File: config.mk
export PLATFORM = sky130hd
export DESIGN_NAME = bus_snoop_controller
export DESIGN_NICKNAME = d
export VERILOG_FILES = /design/src/rtl/coherence_pkg.sv /design/src/rtl/snoop_wb_sequencer.sv /design/src/rtl/bus_snoop_controller.sv
export SDC_FILE = /design/constraint.sdc
export NUM_CORES = 1
export LEC_CHECK = 0
export ABC_AREA = 1
export BUFFER_PORTS_ARGS = -buffer_cell sky130_fd_sc_hd__buf_4
export CAP_MARGIN = 25
export CORE_ASPECT_RATIO = 1.4
export CORE_MARGIN = 8
export CORE_UTILIZATION = 32
export DETAILED_ROUTE_END_ITERATION = 12
export MAX_ROUTING_LAYER = met4
export PLACE_DENSITY = 0.76
export SKIP_CTS_REPAIR_TIMING = 1
export SYNTH_ARGS = -nofsm -noshare
export SYNTH_HDL_FRONTEND = slang
export SYNTH_SLANG_ARGS = --single-unit
File: constraint.sdc
create_clock -name clk -period 1 [get_ports clk]
set_input_delay 0.05 -clock clk [delete_from_list [all_inputs] [get_ports clk]]
set_output_delay 0.05 -clock clk [all_outputs]
set_load 0.03 [all_outputs]
File: src/rtl/coherence_pkg.sv
// Shared MSI coherence types and the snoop action decode used by bus_snoop_controller.
package coherence_pkg;

    typedef enum logic [1:0] {
        MSI_I = 2'b00,
        MSI_M = 2'b01,
        MSI_S = 2'b10
    } msi_state_e;

    typedef enum logic [1:0] {
        MSG_INVALIDATE = 2'b00,
        MSG_WRITE_MISS = 2'b01,
        MSG_READ_MISS  = 2'b10
    } bus_msg_e;

    typedef enum logic [1:0] {
        SNP_IDLE,
        SNP_WB,
        SNP_UPD
    } snoop_state_e;

    typedef struct packed {
        logic       flush;
        logic       wr_en;
        msi_state_e wr_val;
        logic       err;
    } snoop_action_t;

    // A tag miss behaves exactly like a hit on an Invalid line.
    function automatic snoop_action_t decode_action(input logic own, input logic hit,
                                                    input logic [1:0] line, input logic [1:0] msg);
        snoop_action_t act;
        logic [1:0]    cur;
        act = '{flush: 1'b0, wr_en: 1'b0, wr_val: MSI_I, err: 1'b0};
        cur = hit ? line : MSI_I;
        if (msg == 2'b11) begin
            act.err = 1'b1;
        end else if (!own) begin
            case (cur)
                MSI_S: if (msg != MSG_READ_MISS) act.wr_en = 1'b1;
                MSI_M: begin
                    if (msg == MSG_INVALIDATE) begin
                        act.err = 1'b1;
                    end else begin
                        act.flush  = 1'b1;
                        act.wr_en  = 1'b1;
                        act.wr_val = (msg == MSG_READ_MISS) ? MSI_S : MSI_I;
                    end
                end
                default: ;
            endcase
        end
        return act;
    endfunction

endpackage

File: src/rtl/snoop_wb_sequencer.sv
// Writeback beat sequencer: walks one cache block over a valid/ready port after a start pulse.
module snoop_wb_sequencer #(
    parameter int unsigned ADDR_W      = 32,
    parameter int unsigned DATA_W      = 32,
    parameter int unsigned BLOCK_WORDS = 4
) (
    input  logic                           clk,
    input  logic                           rst_n,
    input  logic                           start,
    input  logic [ADDR_W-1:0]              base_addr,
    input  logic                           wb_ready,
    output logic                           wb_valid,
    output logic [ADDR_W-1:0]              wb_addr,
    output logic                           wb_last,
    output logic [$clog2(BLOCK_WORDS)-1:0] wb_rd_idx,
    output logic                           abort_mem,
    output logic                           done
);

    localparam int unsigned IDX_W  = $clog2(BLOCK_WORDS);
    localparam int unsigned STRIDE = DATA_W / 8;
    localparam int unsigned OFF_W  = $clog2(BLOCK_WORDS * STRIDE);
    localparam logic [ADDR_W-1:0] OFF_MASK = ADDR_W'((64'd1 << OFF_W) - 64'd1);

    logic             busy_q, busy_d;
    logic             first_q, first_d;
    logic [IDX_W-1:0] beat_q, beat_d;

    assign wb_valid  = busy_q;
    assign wb_rd_idx = beat_q;
    assign abort_mem = first_q;
    assign wb_last   = busy_q && (beat_q == IDX_W'(BLOCK_WORDS - 1));
    assign wb_addr   = busy_q ? (base_addr & ~OFF_MASK) + ADDR_W'(beat_q) * ADDR_W'(STRIDE) : '0;

    always_comb begin
        busy_d  = busy_q;
        first_d = 1'b0;
        beat_d  = beat_q;
        done    = 1'b0;
        if (start) begin
            busy_d  = 1'b1;
            first_d = 1'b1;
            beat_d  = '0;
        end else if (busy_q && wb_ready) begin
            // Power-of-two block: the increment after the last beat wraps to 0.
            beat_d = beat_q + IDX_W'(1);
            if (wb_last) begin
                busy_d = 1'b0;
                done   = 1'b1;
            end
        end
    end

    always_ff @(posedge clk) begin
        if (!rst_n) begin
            busy_q  <= 1'b0;
            first_q <= 1'b0;
            beat_q  <= '0;
        end else begin
            busy_q  <= busy_d;
            first_q <= first_d;
            beat_q  <= beat_d;
        end
    end

endmodule

File: src/rtl/bus_snoop_controller.sv
// MSI snoop-side responder: decodes bus messages, flushes Modified lines, updates line state.
// Optional statistics counters are enabled by defining SNOOP_STATS_EN.
module bus_snoop_controller
    import coherence_pkg::*;
#(
    parameter int unsigned ADDR_W      = 32,
    parameter int unsigned DATA_W      = 32,
    parameter int unsigned BLOCK_WORDS = 4,
    parameter int unsigned CORE_ID     = 0,
    parameter int unsigned CORE_ID_W   = 2
) (
    input  logic                           clk,
    input  logic                           rst_n,
    input  logic                           snoop_valid,
    output logic                           snoop_ready,
    input  logic [1:0]                     snoop_msg,
    input  logic [ADDR_W-1:0]              snoop_addr,
    input  logic [CORE_ID_W-1:0]           snoop_src,
    input  logic                           lookup_hit,
    input  logic [1:0]                     line_state,
    output logic                           state_wr_en,
    output logic [1:0]                     state_wr_val,
    output logic                           wb_valid,
    input  logic                           wb_ready,
    output logic [ADDR_W-1:0]              wb_addr,
    output logic                           wb_last,
    output logic [$clog2(BLOCK_WORDS)-1:0] wb_rd_idx,
    input  logic [DATA_W-1:0]              wb_rd_data,
    output logic [DATA_W-1:0]              wb_data,
    output logic                           abort_mem,
    output logic                           snoop_done,
    output logic                           err
`ifdef SNOOP_STATS_EN
    ,
    output logic [15:0]                    stat_flush_cnt,
    output logic [15:0]                    stat_inval_cnt
`endif
);

    snoop_state_e      state_q, state_d;
    logic              ready_q, ready_d;
    snoop_action_t     action_q, action_d;
    logic [ADDR_W-1:0] addr_q, addr_d;
    snoop_action_t     live_action;
    logic              wb_start;
    logic              wb_done;

    assign live_action = decode_action(snoop_src == CORE_ID_W'(CORE_ID), lookup_hit, line_state, snoop_msg);
    assign snoop_ready = ready_q;
    assign wb_data     = wb_rd_data;

    always_comb begin
        state_d      = state_q;
        ready_d      = ready_q;
        action_d     = action_q;
        addr_d       = addr_q;
        wb_start     = 1'b0;
        state_wr_en  = 1'b0;
        state_wr_val = MSI_I;
        snoop_done   = 1'b0;
        err          = 1'b0;
        case (state_q)
            SNP_IDLE: begin
                ready_d = 1'b1;
                if (snoop_valid && ready_q) begin
                    action_d = live_action;
                    addr_d   = snoop_addr;
                    ready_d  = 1'b0;
                    wb_start = live_action.flush;
                    state_d  = live_action.flush ? SNP_WB : SNP_UPD;
                end
            end
            SNP_WB: begin
                if (wb_done || !action_q.flush) state_d = SNP_UPD;
            end
            SNP_UPD: begin
                state_wr_en  = action_q.wr_en;
                state_wr_val = action_q.wr_val;
                err          = action_q.err;
                snoop_done   = 1'b1;
                ready_d      = 1'b1;
                state_d      = SNP_IDLE;
            end
            default: state_d = SNP_IDLE;
        endcase
    end

    always_ff @(posedge clk) begin
        if (!rst_n) begin
            state_q  <= SNP_IDLE;
            ready_q  <= 1'b0;
            action_q <= '0;
            addr_q   <= '0;
        end else begin
            state_q  <= state_d;
            ready_q  <= ready_d;
            action_q <= action_d;
            addr_q   <= addr_d;
        end
    end

    snoop_wb_sequencer #(
        .ADDR_W      (ADDR_W),
        .DATA_W      (DATA_W),
        .BLOCK_WORDS (BLOCK_WORDS)
    ) u_wb_seq (
        .clk       (clk),
        .rst_n     (rst_n),
        .start     (wb_start),
        .base_addr (addr_q),
        .wb_ready  (wb_ready),
        .wb_valid  (wb_valid),
        .wb_addr   (wb_addr),
        .wb_last   (wb_last),
        .wb_rd_idx (wb_rd_idx),
        .abort_mem (abort_mem),
        .done      (wb_done)
    );

`ifdef SNOOP_STATS_EN
    logic [15:0] flush_cnt_q, flush_cnt_d;
    logic [15:0] inval_cnt_q, inval_cnt_d;

    // Every non-flush state write is an S->I invalidation.
    always_comb begin
        flush_cnt_d = flush_cnt_q;
        inval_cnt_d = inval_cnt_q;
        if (state_q == SNP_UPD) begin
            if (action_q.flush && flush_cnt_q != '1) flush_cnt_d = flush_cnt_q + 16'd1;
            if (action_q.wr_en && !action_q.flush && inval_cnt_q != '1) inval_cnt_d = inval_cnt_q + 16'd1;
        end
    end

    always_ff @(posedge clk) begin
        if (!rst_n) begin
            flush_cnt_q <= '0;
            inval_cnt_q <= '0;
        end else begin
            flush_cnt_q <= flush_cnt_d;
            inval_cnt_q <= inval_cnt_d;
        end
    end

    assign stat_flush_cnt = flush_cnt_q;
    assign stat_inval_cnt = inval_cnt_q;
`endif

endmodule

# Word level (Yosys, flattened, before mapping)
# Cells that the tools add are included.
# Widths: inputs -> output; s select.
[word_totals]
romBits = 0
latchBits = 0
mem_bits_rw = 0
output_inout_bits = 75
wordCells = 69
register_bits = 44
memories = 0
in_bits = 75
[classes]
bitwise = 1
div = 0
magnitude_cmp = 0
n_reduce_logical = 15
n_mux = 31
n_shift = 0
n_mul = 0
eq_ne = 10
n_addsub = 2
[op_table]
columns = ["cell", "count"]
rows = [
  ["$add 32x4->32", 1],
  ["$mux 32", 1],
  ["$mux 1", 17],
  ["$mux 2", 6],
  ["$eq 2x2->1 const B", 5],
  ["$mux 4", 2],
  ["$logic_not 2->1", 3],
  ["$ne 2x2->1 const B", 3],
  ["$reduce_and 2->1", 3],
  ["$reduce_bool 2->1", 3],
  ["$mux 5", 1],
  ["$eq 2x1->1 const B", 2],
  ["$pmux 1 s2", 2],
  ["$pmux 2 s2", 1],
  ["$logic_and 1x1->1", 3],
  ["$mux 3", 1],
  ["$add 2x1->2 const B", 1],
  ["$reduce_or 2->1", 1],
  ["$logic_not 1->1", 1],
  ["$logic_or 1x1->1", 1],
  ["$not 1->1", 1],
]

# Depth between registers and ports, before layout
# Gate-level depths: netlist of the first run.
[depth]
word_depth = 12
ltp_mapped = 10
depth_no_buf = 10

# Hierarchy
# A second synthesis of the first run with hierarchy kept.
[unflattened]
cells_unflattened = 340
hier_area_um2 = 2262.2
[by_module_without_submodules]
columns = ["mod", "area_each_um2", "cells_each", "seq_area_each_um2", "n_inst"]
rows = [
  ["bus_snoop_controller", 1794.2, 247, 780.7, 1],
  ["snoop_wb_sequencer", 467.9, 93, 80.1, 1],
]

# Least setup slack after synthesis of the first run
# Ideal clock, no wire load.
[synth_timing]
path_type = "register -> output"
start = "register state_q[1]"
end = "output port err"
arrival_ns = 1.391
path_buffers = 0
t_required_ns = 0.950
path_slack_ns = -0.441
stages_incl_launch_ff = 5
cell_sequence = "dfxtp_1 inv_2 nor2_1 inv_1 nor2_1"
[synth_between]
elab_chain_len = 2
[synth_lines]
columns = ["element", "line_no", "text"]
rows = [
  ["start: declaration", "bus_snoop_controller.sv:40", "snoop_state_e state_q, state_d;"],
  ["start signal: assignment", "bus_snoop_controller.sv:95", "state_q <= state_d;"],
  ["$eq 2x2->1", "bus_snoop_controller.sv:62", "case (state_q)"],
  ["$mux 1", "bus_snoop_controller.sv:62", ""],
  ["end: declaration", "bus_snoop_controller.sv:32", "output logic err"],
]
# No other way between the ends.

# Worst setup path in the final report of the first run
[layout_timing]
start = "register ready_q, in the netlist snoop_ready"
end = "register addr_q[4]"
[layout_between]
elab_chain_len = 2
[layout_lines]
columns = ["element", "line_no", "text"]
rows = [
  ["start: declaration", "bus_snoop_controller.sv:41", "logic ready_q, ready_d;"],
  ["start signal: assignment", "bus_snoop_controller.sv:96", "ready_q <= ready_d;"],
  ["$logic_and 1x1->1", "bus_snoop_controller.sv:65", "if (snoop_valid && ready_q) begin"],
  ["$reduce_and 2->1 (no source line)", "-", ""],
  ["end signal: assignment", "bus_snoop_controller.sv:98", "addr_q <= addr_d;"],
  ["end: declaration", "bus_snoop_controller.sv:43", "logic [ADDR_W-1:0] addr_q, addr_d;"],
]
# No other way between the ends.
# A chain may end at the register's enable or synchronous reset.

==> results of run 1 <==
==> critical path: cells and delay by family, from the launching register on <==
kind	cells	cell delay, ns
and+or+nand+nor	5	0.50
DFF	1	0.36
buffers and inverters	2	0.28
==> sequential cells by signal (all words and copies together) (netlist names) <==
name / flops
snoop_ready: 1
addr_q: 28
state_q: 2
u_wb_seq.abort_mem: 1
u_wb_seq.wb_rd_idx: 2
action_q: 4
u_wb_seq.wb_valid: 1
==> final timing paths <==
check / from / to / slack (ns) / cells after the start
worst max-delay path: snoop_ready / addr_q[4] / -0.20 / 7
worst max register to register: snoop_ready / addr_q[4] / -0.20 / 7
worst min register to register: addr_q[12] / addr_q[12] / 0.47 / 2
worst min-delay path: wb_ready / u_wb_seq.wb_rd_idx[1] / 0.07 / 3
==> power by group <==
| part | switching, W | total, W | internal [W] |
|---|---|---|---|
| Combinational | 0.000325 | 0.000680 | 0.000355 |
| Sequential | 0.0000473 | 0.00166 | 0.00161 |
| Clock | 0.000527 | 0.00116 | 0.000630 |
==> layout by cell type, fill, tap and decap left out, drive strengths merged <==
cell type    count
nor2            20
dfxtp           39
a21oi            3
clkbuf          13
xor2             1
nor3             1
o22ai            1
o21ai            5
conb             3
ha               3
diode            1
nand2          106
nand3           34
dlygate4sd3     28
inv             48
buf            102
==> cell type report <==
class	instances	area, µm²	area share, %
timing repair buffer	135	1390	37.1
multi-input combinational	177	1160	31.2
sequential	39	798	21.4
inverter	48	188	5.03
clock buffer	8	100	2.68
tap	74	92.6	2.48
antenna	1	2.50	0.0670
==> cell families after synthesis <==
logic type / count (synthesis) / synth area share (%)
simple gates: 161 / 33.2
buf+inv: 97 / 25.1
flops: 39 / 36.5
compound gates: 9 / 2.81
fa+ha+maj: 3 / 1.76
xor+xnor: 1 / 0.410
other cells: 1 / 0.175
==> routing by layer <==
| metal | routed length (µm) | vias to the layer above |
|---|---|---|
| li1 | - | 1076 |
| met1 | 2350 | 1021 |
| met2 | 3910 | 62 |
| met3 | 299 | 23 |
| met4 | 212 | 0 |
| met5 | 0 | - |
==> per-stage QoR <==
step / power, W / instance area [µm²] / hold slack, ns
floorplan: 0.00216 / 2200 / 0.153
global placement: 0.00211 / 2700 / 0.100
detailed placement: 0.00212 / 2700 / 0.100
CTS: 0.00330 / 2800 / -0.0569
global route: 0.00367 / 3730 / 0.0510
finish: 0.00350 / 3730 / 0.0668
==> results.sh, run 1 <==
export IMPL_status="finished, violations left"
export IMPL_violations="setup timing"
export IMPL_die_w_um=85.1
export IMPL_grt_use_met2_pct=20.8
export IMPL_finalWeightedCongestion=0.739
export IMPL_dp_hpwl_um=4220
export IMPL_first_iter_violations=66
export IMPL_maxCapViolCount=0
export IMPL_peakVddDrop_mv=0.761
export IMPL_synth_edff_count=0
export IMPL_root_buffer="clkbuf_8"
export IMPL_arrival_ns=1.43
export IMPL_fp_coreArea_um2=6530
export IMPL_numCtsBuffers=5
export IMPL_critical_path_class="reg -> reg"
export IMPL_crit_chain="nand2_4 > inv_4 > nand3_4 > nor2_8 > clkbuf_16 > nand2_2 > nand2_1"
export IMPL_initial_core_util_pct=32.8
export IMPL_fin_crit_ns=1.20
export IMPL_cts_sinks=39
export IMPL_cpMaxStageDelayCell="dfxtp_4"
export IMPL_finalHoldViolations=0
export IMPL_synth_cells=311
export IMPL_dp_slack_ns=-0.149
export IMPL_vias=2182
export IMPL_via_per_inst=4.53
export IMPL_fin_tns_setup_ns=-11.05
export IMPL_pin_count=150
export IMPL_io_buffers=78
export IMPL_slowest_delay_ns=0.36
export IMPL_cts_htree_levels=2
export IMPL_cp_max_fo=8
export IMPL_met3_usage_pct=3.19
export IMPL_insertion_delay_ns=0.28
export IMPL_synth_most_common_cell="nand2_1"
export IMPL_wl_per_cell_um=14.1
export IMPL_layout_setup_ws_ns=-0.199
export IMPL_grt_first_pass_wirelength_um=8570
export IMPL_max_freq_ghz=0.834
export IMPL_required_ns=1.23
export IMPL_final_cells=482
export IMPL_syn_area_per_cell_um2=6.87
export IMPL_cts_tree="done"
export IMPL_ys_seq_elements=39
export IMPL_synth_cell_types=25
export IMPL_hold_class="in -> reg"
export IMPL_finClkSkew_ns=0.00302
export IMPL_synth_ff_type="dfxtp_1"
export IMPL_grt_pass1_vias=1994
export IMPL_die_area_um2=9590
export IMPL_syn_to_final_growth_pct=74.6
export IMPL_final_max_slew_viol_count=0
export IMPL_crit_path_end_kind="flip-flop"
export IMPL_async_flop_share_pct=0
export IMPL_cp_start_kind="flip-flop"
export IMPL_min_period_over_period_pct=120
export IMPL_met1_usage_pct=9.69
export IMPL_grt_overflow=0
export IMPL_clkTransAtPathRegs_ns=0.07
export IMPL_placedCellCount=433
export IMPL_die_h_um=113
export IMPL_setup_viol=74
export IMPL_grt_usage_pct=11.1
export IMPL_synth_area_um2=2140
export IMPL_grt_busiest_layer="met2"
export IMPL_row_count=35
export IMPL_drt_pass1_iterations=4
export IMPL_yosysTopAreaCell="dfxtp_1"
export IMPL_grt_max_degree=19
export IMPL_drive_above_1_share_pct=54.5
export IMPL_drt_total_wl_um=6780
export IMPL_post_route_util_pct=57.2
export IMPL_nets=484
export IMPL_p_per_area_nw_per_um2=937
export IMPL_drtAntennaViolNets=0
export IMPL_yosys_top_cells_count="nand2_1, inv_1, dfxtp_1, buf_4, nand3_1"
export IMPL_yosysTopAreaCellShare_pct=36.5
export IMPL_antenna_found_initial=1
export IMPL_p_leak_nw=2.08
export IMPL_drc=0
export IMPL_nFillCells=574
export IMPL_ys_seq_area_share_pct=36.5
export IMPL_netlist_top_cells_area="dfxtp_1, nand2_1, buf_4, inv_1, nand3_1"
export IMPL_ys_warn_count=0
export IMPL_rsz0062_at_grt="true"
export IMPL_clock_path_buffers=2
No activity file was read; power rests on OpenSTA's default activity.
==> run 2: changes to the inputs <==
--- a/config.mk
+++ b/config.mk
@@ -11,9 +11,10 @@
 export CORE_ASPECT_RATIO = 1.4
 export CORE_MARGIN = 8
 export CORE_UTILIZATION = 32
+export CTS_CLUSTER_DIAMETER = 150
 export DETAILED_ROUTE_END_ITERATION = 12
 export MAX_ROUTING_LAYER = met4
-export PLACE_DENSITY = 0.76
+export PLACE_DENSITY = 0.71
 export SKIP_CTS_REPAIR_TIMING = 1
 export SYNTH_ARGS = -nofsm -noshare
 export SYNTH_HDL_FRONTEND = slang
==> run 2 against run 1 <==
Against the previous run: the run still ends with setup timing left; maximum frequency rose by 1.6%; largest cell class unchanged; critical path type is now reg -> out; critical path depth fell by 3; cell area fell by 6.0%; register-to-register slack improved by 0.04 ns; power fell by 6.6%; worst setup slack improved by 0.019 ns; sequential power barely moved; flip-flop and latch count did not move; core utilization fell by 3.5 points; combinational power fell by 5.4%; clock power fell by 16%; global-route usage barely moved.
==> results.sh, run 2 (synthesis gave the netlist of run 1 again) <==
export IMPL_via_per_inst=4.45
export IMPL_fp_coreArea_um2=6530
export IMPL_largestRegisters="addr_q: 28 flops, action_q: 4 flops"
export IMPL_antenna_found_initial=0
export IMPL_largest_reg_flops=28
export IMPL_post_route_util_pct=53.7
export IMPL_max_flop_register="addr_q"
export IMPL_grt_overflow=0
export IMPL_vias=2097
export IMPL_drt_total_wl_um=6370
export IMPL_p_int_w=0.00241
export IMPL_whs_ns=0.0643
export IMPL_io_buffers=78
export IMPL_status="finished, violations left"
export IMPL_antennaDiodeCount=0
export IMPL_peakVddDrop_mv=0.610
export IMPL_power_frac_seq_pct=50.5
export IMPL_arrival_ns=1.13
export IMPL_final_common_cell="nand2_1"
export IMPL_die_w_um=85.1
export IMPL_violations="setup timing"
export IMPL_required_ns=0.95
export IMPL_grt_first_pass_wirelength_um=8600
export IMPL_p_per_area_nw_per_um2=931
export IMPL_crit_family="flip-flops"
export IMPL_crit_path_end_kind="primary output"
export IMPL_initial_core_util_pct=32.8
export IMPL_cts_htree_levels=2
export IMPL_nets=476
export IMPL_rsz0062_at_grt="true"
export IMPL_most_common_layout_cells="nand2_1, buf_4, buf_6"
export IMPL_die_area_um2=9590
export IMPL_p_leak_nw=1.91
export IMPL_final_max_slew_viol_count=0
export IMPL_crit_chain="buf_12 > nand2_1 > inv_1 > buf_6"
export IMPL_crit_buf_inv=3
export IMPL_cts_tree="done"
export IMPL_row_count=35
export IMPL_final_cell_area_um2=3510
export IMPL_cp_max_fo=19
export IMPL_p_comb_share_pct=19.7
export IMPL_drt_pass1_iterations=4
export IMPL_first_iter_violations=80
export IMPL_fin_tns_setup_ns=-8.77
export IMPL_cp_start_kind="flip-flop"
export IMPL_maxCapViolCount=0
export IMPL_syn_to_final_growth_pct=64.1
export IMPL_wl_per_cell_um=13.5
export IMPL_clkTransAtPathRegs_ns=0.07
export IMPL_die_h_um=113
export IMPL_grt_pass1_vias=1937
export IMPL_grt_max_degree=28
export IMPL_critical_path_class="reg -> out"
export IMPL_grt_usage_pct=11.0
export IMPL_clock_path_buffers=2
export IMPL_dp_hpwl_um=4090
export IMPL_slowest_delay_ns=0.40
export IMPL_min_period_over_period_pct=118
export IMPL_cpMaxStageDelayCell="dfxtp_4"
export IMPL_finClkSkew_ns=0.00341
export IMPL_drc=0
export IMPL_hold_class="in -> reg"
export IMPL_cts_sinks=39
export IMPL_final_cells=471
export IMPL_max_freq_ghz=0.848
export IMPL_power_share_clock_pct=29.8
export IMPL_finalWeightedCongestion=0.728
export IMPL_numCtsBuffers=5
export IMPL_placedCellCount=429
export IMPL_p_sw_w=0.000859
export IMPL_place_area_um2=2660
export IMPL_switching_share_pct=26.3
export IMPL_finalHoldViolations=0
export IMPL_fin_crit_ns=1.18
export IMPL_insertion_delay_ns=0.28
export IMPL_layout_setup_ws_ns=-0.180
export IMPL_pin_count=150
export IMPL_root_buffer="clkbuf_8"
export IMPL_setup_viol=72
export IMPL_drtAntennaViolNets=0
export IMPL_drive_above_1_share_pct=48.9
-- run 2: changes by cell type in the layout (fill, tap and decap cells not counted), sizes merged --
| cell | before | now |
|---|---|---|
| clkbuf | 13 | 8 |
| buf | 102 | 97 |
| diode | 1 | 0 |
-- run 2: per-layer routing --
layer	part of all wire (%)	global-route usage (%)	vias up
met5	0	-	-
met4	2.2	3.58	0
met3	5.1	3.48	18
met2	57	20.3	66
met1	35	10.5	958
li1	-	-	1055
-- run 2: power groups by stage --
| stage | registers (W) | logic (W) | clock network, W |
|---|---|---|---|
| finish | 0.00165 | 0.000643 | 0.000974 |
| global route | 0.00165 | 0.000694 | 0.00108 |
| CTS | 0.00164 | 0.000427 | 0.00101 |
| detailed placement | 0.00168 | 0.000426 | 0 |
| global placement | 0.00168 | 0.000420 | 0 |
| floorplan | 0.00168 | 0.000479 | 0 |
-- run 2: final timing paths --
check / start / cells after the start / endpoint / slack, ns
setup / recovery: u_wb_seq.wb_valid / 4 / wb_addr[23] / -0.18
hold reg to reg: addr_q[7] / 2 / addr_q[7] / 0.47
setup reg to reg: snoop_ready / 7 / addr_q[19] / -0.16
hold / removal: wb_ready / 3 / u_wb_seq.wb_rd_idx[1] / 0.06
-- run 2: tightest hold or removal path, delay by kind of cell --
family | cells | cell delay, ns
AND/OR/NAND/NOR | 1 | 0.08
AO/OA/AOI/OAI | 1 | 0.06
buffers and inverters | 1 | 0.11
-- run 2: through the flow --
step	worst slack, ns	total power (W)
finish	-0.180	0.00326
floorplan	-0.0421	0.00216
global route	-0.237	0.00343
CTS	-0.266	0.00308
detailed placement	-0.155	0.00211
global placement	-0.117	0.00210
-- run 2: layout make-up --
cell class | instances | area, µm²
fill | 572 | 3020
multi-input combinational | 177 | 1070
timing repair buffer | 127 | 1280
inverter | 48 | 188
tap | 74 | 92.6
clock buffer | 6 | 72.6
sequential | 39 | 798
